**src/rtl/rgb_byte_packer.sv**
```systemverilog
// -----------------------------------------------------------------------------
// rgb_byte_packer
//
// Captures Q8.8 RGB pixels from the YCbCr-to-RGB converter, rounds each
// channel to the nearest 8-bit value (round half up, saturating at 8'hFF),
// stores the packed pixel in a small FIFO and emits it as a byte stream
// R, G, B over a valid/ready handshake.
//
// Parameters:
//   DEPTH      FIFO capacity in pixels (power of two, >= 2)
//
// Ports:
//   clk        rising-edge clock
//   reset      asynchronous active-high reset, clears all state
//   in_valid   R/G/B carry a new pixel this cycle (no backpressure upstream)
//   R, G, B    16-bit unsigned Q8.8 channel values
//   out_data   current output byte (8'h00 while the FIFO is empty)
//   out_valid  out_data is valid (FIFO not empty)
//   out_ready  sink accepts the byte on an edge where out_valid is high
//   overflow   sticky; a pixel was dropped because the FIFO was full
//   level      pixels stored, including one that is partially sent
// -----------------------------------------------------------------------------
module rgb_byte_packer #(
    parameter int DEPTH = 4
) (
    input  logic                       clk,
    input  logic                       reset,
    input  logic                       in_valid,
    input  logic [15:0]                R,
    input  logic [15:0]                G,
    input  logic [15:0]                B,
    output logic [7:0]                 out_data,
    output logic                       out_valid,
    input  logic                       out_ready,
    output logic                       overflow,
    output logic [$clog2(DEPTH):0]     level
);

    localparam int AW = $clog2(DEPTH);
    localparam logic [AW:0] FULL_COUNT = (AW+1)'(DEPTH);

    // ------------------------------------------------------------------
    // Per-channel rounding and saturation
    // ------------------------------------------------------------------
    logic [15:0] w_chan_in   [3];
    logic [7:0]  w_chan_byte [3];

    assign w_chan_in[0] = R;
    assign w_chan_in[1] = G;
    assign w_chan_in[2] = B;

    for (genvar gi = 0; gi < 3; gi++) begin : g_round
        logic [16:0] w_sum;
        // Adding half an LSB of the integer part rounds half up; a carry
        // into bit 16 means the rounded value no longer fits in a byte.
        assign w_sum           = {1'b0, w_chan_in[gi]} + 17'h00080;
        assign w_chan_byte[gi] = w_sum[16] ? 8'hFF : w_sum[15:8];
    end

    logic [23:0] w_pixel;
    assign w_pixel = {w_chan_byte[0], w_chan_byte[1], w_chan_byte[2]};

    // ------------------------------------------------------------------
    // FIFO state
    // ------------------------------------------------------------------
    logic [23:0]   r_mem [DEPTH];
    logic [AW-1:0] r_wr_ptr;
    logic [AW-1:0] r_rd_ptr;
    logic [AW:0]   r_count;
    logic [1:0]    r_idx;
    logic          r_overflow;

    logic w_xfer;
    logic w_pop;
    logic w_full;
    logic w_wr;

    assign out_valid = (r_count != '0);
    assign w_xfer    = out_valid && out_ready;
    assign w_pop     = w_xfer && (r_idx == 2'd2);
    assign w_full    = (r_count == FULL_COUNT);
    // A full FIFO still accepts a pixel when the head is popped on the same edge.
    assign w_wr      = in_valid && (!w_full || w_pop);

    always_ff @(posedge clk or posedge reset) begin
        if (reset) begin
            for (int i = 0; i < DEPTH; i++) begin
                r_mem[i] <= '0;
            end
        end else if (w_wr) begin
            r_mem[r_wr_ptr] <= w_pixel;
        end
    end

    always_ff @(posedge clk or posedge reset) begin
        if (reset) begin
            r_wr_ptr   <= '0;
            r_rd_ptr   <= '0;
            r_count    <= '0;
            r_idx      <= 2'd0;
            r_overflow <= 1'b0;
        end else begin
            if (w_wr) begin
                r_wr_ptr <= r_wr_ptr + AW'(1);
            end
            if (w_pop) begin
                r_rd_ptr <= r_rd_ptr + AW'(1);
            end
            case ({w_wr, w_pop})
                2'b10:   r_count <= r_count + (AW+1)'(1);
                2'b01:   r_count <= r_count - (AW+1)'(1);
                default: r_count <= r_count;
            endcase
            if (w_xfer) begin
                r_idx <= (r_idx == 2'd2) ? 2'd0 : r_idx + 2'd1;
            end
            if (in_valid && !w_wr) begin
                r_overflow <= 1'b1;
            end
        end
    end

    // ------------------------------------------------------------------
    // Output byte selection from the head entry
    // ------------------------------------------------------------------
    logic [23:0] w_head;
    assign w_head = r_mem[r_rd_ptr];

    always_comb begin
        out_data = 8'h00;
        if (out_valid) begin
            case (r_idx)
                2'd0:    out_data = w_head[23:16];
                2'd1:    out_data = w_head[15:8];
                2'd2:    out_data = w_head[7:0];
                default: out_data = 8'h00;
            endcase
        end
    end

    assign overflow = r_overflow;
    assign level    = r_count;

endmodule
```
**config.mk**
```make
export PLATFORM = sky130hd
export DESIGN_NAME = rgb_byte_packer
export DESIGN_NICKNAME = d
export VERILOG_FILES = /design/src/rtl/rgb_byte_packer.sv
export SDC_FILE = /design/constraint.sdc
export NUM_CORES = 1
export LEC_CHECK = 0
export CAP_MARGIN = 20
export CORE_AREA = 4 4 114 116
export CTS_CLUSTER_DIAMETER = 80
export DETAILED_ROUTE_END_ITERATION = 12
export DIE_AREA = 0 0 118 120
export GPL_TIMING_DRIVEN = 0
export PLACE_DENSITY_LB_ADDON = 0.25
export SLEW_MARGIN = 10
export SYNTH_ARGS = -nofsm -noshare
export SYNTH_HDL_FRONTEND = slang
export SYNTH_SLANG_ARGS = --single-unit
```
**constraint.sdc**
```tcl
create_clock -name clk -period 7.3 [get_ports clk]
set_input_delay 0.73 -clock clk [delete_from_list [all_inputs] [get_ports clk]]
set_output_delay 0.73 -clock clk [all_outputs]
set_load 0.03 [all_outputs]
```
# == Yosys cells after proc, flatten, opt, wreduce, memory -nomap -nowiden ==
# Index checks and enable logic that the tools add are counted.
# W data, S select, Z words.
# totals
ff_bits,106
input_bits,52
out_inout_bits,13
word_cells,51
# op_classes
add_sub_neg,8
magnitude_cmp,3
eq_ne,5
mux,13
n_bitwise,2
n_reduce_logical,11
# op_table
cell,count
$bwmux W96,1
$mux W24,3
$add A16 B8 Y17 const B,3
$bmux W24 S2,1
$demux W24 S2,1
$mux W8,4
$pmux W8 S3,1
$add A2 B1 Y2 const B,3
$ge A3 B3 Y1 const B,2
$not A2 Y3,2
$pmux W3 S2,1
$logic_and A1 B1 Y1,5
$eq A2 B1 Y1 const B,2
$eq A2 B2 Y1 const B,2
$add A3 B1 Y3 const B,1
$eq A3 B3 Y1 const B,1
$lt A3 B1 Y1 const B,1
$reduce_bool A3 Y1,1
$sub A3 B1 Y3 const B,1
$logic_not A1 Y1,2
$logic_not A2 Y1,1
$mux W2,1
$reduce_bool A2 Y1,1
$logic_or A1 B1 Y1,1

# == Depth between registers and ports, before layout ==
# Gate-level depths: netlist (run 1).
# depth
word_depth,7
ltp_mapped,8
depth_no_buf,7

# == Least setup slack after synthesis (run 1) ==
# No wires, ideal clock.
# synth_timing
path_kind,reg2out
start,register r_count[0] (netlist: level[0])
end,output out_data[0]
arrival_ps,1754
slack_ps,4816
path_stages_with_launch,5
cell_sequence,dfrtp_1 -> or3_1 -> nand2b_1 -> buf_1 -> o22ai_1
# synth_between
elab_chain_cells,2
# synth_rtl
item,line,source
from (decl),69,logic [AW:0] r_count;
from (signal assigned),110,2'b10: r_count <= r_count + (AW+1)'(1);
from (signal assigned),111,2'b01: r_count <= r_count - (AW+1)'(1);
from (signal assigned),112,default: r_count <= r_count;
$reduce_bool A3 Y1,78,assign out_valid = (r_count != '0);
named net out_valid,33,"output logic out_valid,"
$mux W8,131,if (out_valid) begin
to (decl),32,"output logic [7:0] out_data,"
# The timed path passes the listed nets, and every way through them passes these cells.

# == Final worst setup path (run 1) ==
# layout_timing
start,register r_rd_ptr[1]
end,output out_data[3]
# layout_between
elab_chain_cells,6
# layout_rtl
item,line,source
from (decl),68,logic [AW-1:0] r_rd_ptr;
from (signal assigned),107,r_rd_ptr <= r_rd_ptr + AW'(1);
$not A2 Y3 (not written as such),127,assign w_head = r_mem[r_rd_ptr];
$bmux W24 S2,127,
$mux W24 (not written as such) (2 in a row),127,
$pmux W8 S3,132,case (r_idx)
$mux W8,131,
# No other way between the ends. The select of a mux whose other input is x is not followed.

==> results of run 1 <==
==> metrics by stage <==
stage	hold WS [ns]	total power, µW	utilization [%]	worst slack, ns
5_1_grt	0.501	2970	52.3	3.66
6_report	0.456	2780	52.3	3.78
4_1_cts	0.462	2800	52.3	3.77
2_1_floorplan	0.444	1900	-	3.78
3_5_place_dp	0.447	2340	50.0	4.18
3_3_place_gp	0.440	2300	49.7	2.33
==> synth_stat cells, drive strengths merged (7+ instances only) <==
master and number:
nand2 108, dfrtp 106, o21ai 100, buf 25
mux4 24, mux2i 16, inv 14, nor2 13
nand3 10, nor3 9, ha 8, o22ai 8
clkbuf 7
==> power by group through the flow <==
stage | Sequential [µW] | Clock [µW] | Combinational [µW]
final | 1020 | 455 | 1310
after global routing | 1050 | 487 | 1430
after CTS | 1010 | 461 | 1330
after detailed placement | 1020 | 0 | 1320
after global placement | 1010 | 0 | 1290
after floorplan | 997 | 0 | 903
==> worst paths after layout <==
check	slack, ns	to	start
setup / recovery	3.78	out_data[3]	r_rd_ptr[1]
hold / removal	0.46	overflow	overflow
setup reg to reg	5.02	level[1]	level[0]
hold reg to reg	0.46	overflow	overflow
max in group asynchronous	5.88	r_mem[48]	reset
min in group asynchronous	0.78	r_idx[1]	reset
==> metal layers <==
metal	global-route usage (%)	wire length, µm	up-vias
met5	0	0	-
met4	6.15	215	0
met2	33.1	6540	102
met3	3.39	633	19
met1	25.8	5830	2052
li1	-	-	1868
==> logic make-up after synthesis <==
group,share of synthesized area (%)
AND/OR/NAND/NOR,12.8
AO/OA/AOI/OAI,13.0
flip-flops,49.9
buffers and inverters,5.79
multiplexers,14.4
XOR/XNOR,1.81
adder cells (fa/ha/maj),2.26
==> final cells by class <==
class                   count  area (µm²)
inverters                  14        57.6
repair buffers             43         448
clock inverters             4        27.5
well taps                 147         184
fillers                  1088        5680
plain buffers              32         255
multi-input cells         350        2360
clock buffers              12         246
flip-flops and latches    106        2650
==> worst reg2reg max path, delay by kind of cell (launching register included) <==
kind            cells  cell delay [ns]
compound gates      1             0.22
fa+ha+maj           2             0.67
buf+inv             1             0.18
flops               1             0.45
mux                 1             0.26
simple gates        1             0.39
==> registers in the layout, indices dropped and copies added (netlist names) <==
register,flops
r_wr_ptr,2
overflow,1
level,3
r_idx,2
r_rd_ptr,2
r_mem,96
==> results.cfg, run 1 <==
[yosys]
ys_ff_latch = 106
syn_inst = 502
synth_edf_count = 0
synth_ff_type = dfrtp_1
synth_top_area_share_pct = 49.9
ys_async_sr_fraction_pct = 100
synth_top_area_cell = dfrtp_1
ys_types = 40
mappedNetlistNets = 563
syn_area_per_cell_um2 = 10.6
synth_area_leaders = dfrtp_1 50%, mux4_2 10%, o21ai_0 8.2%
yosysSeqAreaShare_pct = 49.9
yosys_warnings = 0
syn_area_um2 = 5320

[clock_tree]
cts_tree = built
cts-buffers-inserted = 9
clk_path_buf_depth = 2
path_clk_slew_ns = 0.07
post-cts-setup-buffers = 0
cts_root_buffer = clkbuf_16
post_cts_resized = 0
clock-sinks = 106
worst_skew_pair.late_latency_ns = 0.35
htreeDepth = 3
ctsHoldBuffers = 0

[min_path]
hp-class = flop to flop
holdPathStages = 1

[power_and_ir_drop]
pwr-share-clk_pct = 16.3
powerDensity_nw_per_um2 = 447
power.leakage_uw = 0.00274
combPwrFrac_pct = 47.2
ir_worst_vdd_mv = 0.163
intPower_uw = 1700
pwr-share-seq_pct = 36.5
p_switching_uw = 1080
swShare_pct = 38.9

[sta]
hold_violations = 0
setup_tns_ns = 0
worst_pin_slew_ns = 0.687
finClkSkew_ns = 0.00662
finalCritPeriodShare_pct = 48.2
post-route-min-period_ns = 3.52
slew_violations = 0
fmax_ghz = 0.284
slew_headroom_pct = 54.2
rsz0062_at_grt = false
finalSetupViolations = 0

[place]
io_buffers = 42
placedCellCount = 692
placed_cell_area_um2 = 5960
hpwl_um = 9360
gp_congestion = 0.874

[critical_path]
worst-path-buf-inv = 4
setup.worst_path.class = flop to output pin
path_depth = 7
endpoint_kind = output pin
cp_top_family = buffers and inverters
cpMaxStageDelayCell = clkdlybuf4s50_1
cp_slowest_stage_delay_ns = 0.62
crit_path_start_kind = flop
ff2ff_path_depth = 6
path_common_cell = buf_4
cp_cell_sequence = buf_2 > buf_4 > buf_4 > mux4_2 > mux2i_1 > o22ai_1 > clkdlybuf4s50_1
path_max_fanout = 10
cp.arrival_ns = 2.79
critPathRequiredTime_ns = 6.57

[global_route]
first_global_vias = 4079
grtUsageTotal_pct = 19.6
grt_pass1_wl_um = 21800
grt_max_degree = 60
grt-ovfl-total = 0
antenna_found_initial = 0

[die]
dieArea_um2 = 14200
fp.coreArea_um2 = 11900
num_io_pins = 65
die_w_um = 118
die_h_um = 120
fp-row-count = 40
start_util_pct = 44.7

[run]
max-cap-violations = 0

[cells_and_area]
final_cell_mix = 108 x nand2_1, 106 x dfrtp_1, 87 x o21ai_0
fin_cells = 708
postLayoutCellArea_um2 = 6230
layout-drive-gt1-share_pct = 14.1
diodes = 0
nets = 617
final_common_cell = nand2_1
synthToLayoutAreaGrowth_pct = 17.1

[drt]
firstDrtPassIters = 5
drt-total-wl_um = 13200
drtAntennaViolNets = 0
first_iter_violations = 242
viasPerCell = 5.71
wire_per_inst_um = 18.7
vias = 4041
route.detailed.drc = 0

[status]
status = completed
Power figures use the tool's default switching activity.
==> run 2, diff against run 1 <==
clock period = 3.1 ns   (was 7.3 ns; I/O delays follow)
==> run 2 against run 1 <==
Net effect: sequential share of layout area down 0.094 points; die area unchanged; largest power group unchanged; clock skew about the same; core utilization grew 0.12 points; critical path depth unchanged; highest routed layer unchanged; global-route usage unchanged; wire length up 0.20%; total power rose by 140%; largest cell class unchanged; hold slack got worse by 0.095 ns; clock power is 140% higher; sequential power increased by 130%.
==> results.cfg, run 2 (synthesis results as in run 1) <==
[clock_tree]
clk_path_buf_depth = 2
htreeDepth = 3
cts-buffers-inserted = 9
worst_skew_pair.late_latency_ns = 0.35
cts_tree = built
clock-sinks = 106
cts_root_buffer = clkbuf_16
path_clk_slew_ns = 0.07

[critical_path]
ff2ff_path_depth = 6
setup.worst_path.class = flop to output pin
r2r_end = level[1]
cp_cell_sequence = buf_2 > buf_6 > buf_4 > mux4_2 > inv_1 > o22ai_1 > clkdlybuf4s50_1
cp.arrival_ns = 2.67
crit_path_start_kind = flop
crit_start = r_rd_ptr[1]
reg2reg_setup_slack_ns = 0.82
cpMaxStageDelayCell = clkdlybuf4s50_1
cp_slowest_stage_delay_ns = 0.72
endpoint_kind = output pin
worstReg2RegStart = level[0]
endpoint = out_data[1]
critPathRequiredTime_ns = 2.79
path_max_fanout = 10

[cells_and_area]
largest_register_ffs = 96
layout-drive-gt1-share_pct = 14.1
final_cell_mix = 108 x nand2_1, 106 x dfrtp_1, 87 x o21ai_0
diodes = 0
synthToLayoutAreaGrowth_pct = 17.4
top_register = r_mem
nets = 617
n_fill_cell = 1083
fin_util_pct = 52.4
final_common_cell = nand2_1

[sta]
finalSetupViolations = 0
slew_violations = 0
hold_slack_ns = 0.362
slew_headroom_pct = 54.3
finalCritPeriodShare_pct = 96.2
post-route-min-period_ns = 2.98
finClkSkew_ns = 0.00647
rsz0062_at_grt = false
fmax_ghz = 0.335
worst_pin_slew_ns = 0.685
hold_violations = 0

[drt]
wire_per_inst_um = 18.7
route.detailed.drc = 0
viasPerCell = 5.70
firstDrtPassIters = 4
first_iter_violations = 243
drtAntennaViolNets = 0
drt-total-wl_um = 13300
vias = 4039

[global_route]
grtUsageTotal_pct = 19.6
grt-ovfl-total = 0
first_global_vias = 4079
antenna_found_initial = 0
grt_pass1_wl_um = 21800
grt_max_degree = 60

[run]
max-cap-violations = 0

[power_and_ir_drop]
pwr-share-clk_pct = 16.3
pwr-share-seq_pct = 36.5
report.power.total_uw = 6550
powerDensity_nw_per_um2 = 1050
swShare_pct = 39.0
ir_worst_vdd_mv = 0.379
combPwrFrac_pct = 47.2
p_switching_uw = 2550
power.leakage_uw = 0.00279
intPower_uw = 4000

[die]
start_util_pct = 44.7
dieArea_um2 = 14200
die_w_um = 118
die_h_um = 120
fp-row-count = 40
num_io_pins = 65
fp.coreArea_um2 = 11900

[place]
hpwl_um = 9360
io_buffers = 42
gp_congestion = 0.874

[min_path]
hp-class = input port to asynchronous set/reset pin

[status]
status = completed
[run 2: how the worst min path moves through the flow]
stage,from,end,slack (ns),cells past startpoint
5_1_grt,reset,r_idx[1],0.41,2
2_1_floorplan,in_valid,overflow,0.43,1
3_3_place_gp,overflow,overflow,0.44,1
4_1_cts,reset,r_idx[1],0.38,2
3_5_place_dp,overflow,overflow,0.45,1
6_report,reset,r_idx[1],0.36,2
[run 2: power groups by stage]
stage                     sequential [µW]  clock [µW]  combinational (µW)
after global placement               2370           0                3040
after CTS                            2380        1080                3110
final                                2390        1070                3090
after global routing                 2470        1150                3370
after floorplan                      2350           0                2130
after detailed placement             2410           0                3110
[run 2: repair_timing]
action,in CTS,in global routing
hold buffers,0,0
pin swaps,0,0
setup buffers,0,0
setup endpoints to repair,1,7
gates resized for setup,1,5
[run 2: layout make-up]
class,instances,area [µm²],area share (%)
clock buffer,12,246,3.95
inverter,14,57.6,0.922
clock inverter,4,27.5,0.441
multi-input combinational,350,2360,37.8
sequential,106,2650,42.5
buffer,32,263,4.21
timing repair buffer,43,454,7.27
tap,147,184,2.95
[run 2: stage by stage]
step                      instances  setup TNS [ns]  area, µm²  setup slack [ns]
after floorplan                 502               0       5320           0.00111
after global placement          691         -153.35       5920             -1.45
after detailed placement        692               0       5960             0.400
after CTS                       708               0       6230            0.0137
after global routing            708               0       6240           0.00991
final                           708               0       6240             0.118
[run 2: routing by layer]
| layer | share of wire, % | vias to the layer above | GRT usage, % |
|---|---|---|---|
| met5 | 0 | - | 0 |
| met4 | 1.6 | 0 | 6.15 |
| met3 | 4.6 | 19 | 3.39 |
| met2 | 49 | 100 | 33.1 |
| met1 | 44 | 2050 | 25.8 |
| li1 | - | 1870 | - |
[run 2: worst max-delay path, delay by kind of cell (launching register included)]
family / cells / cell delay, ns
buffers and inverters: 5 / 1.55
flip-flops: 1 / 0.34
multiplexers: 1 / 0.22
AO/OA/AOI/OAI: 1 / 0.22
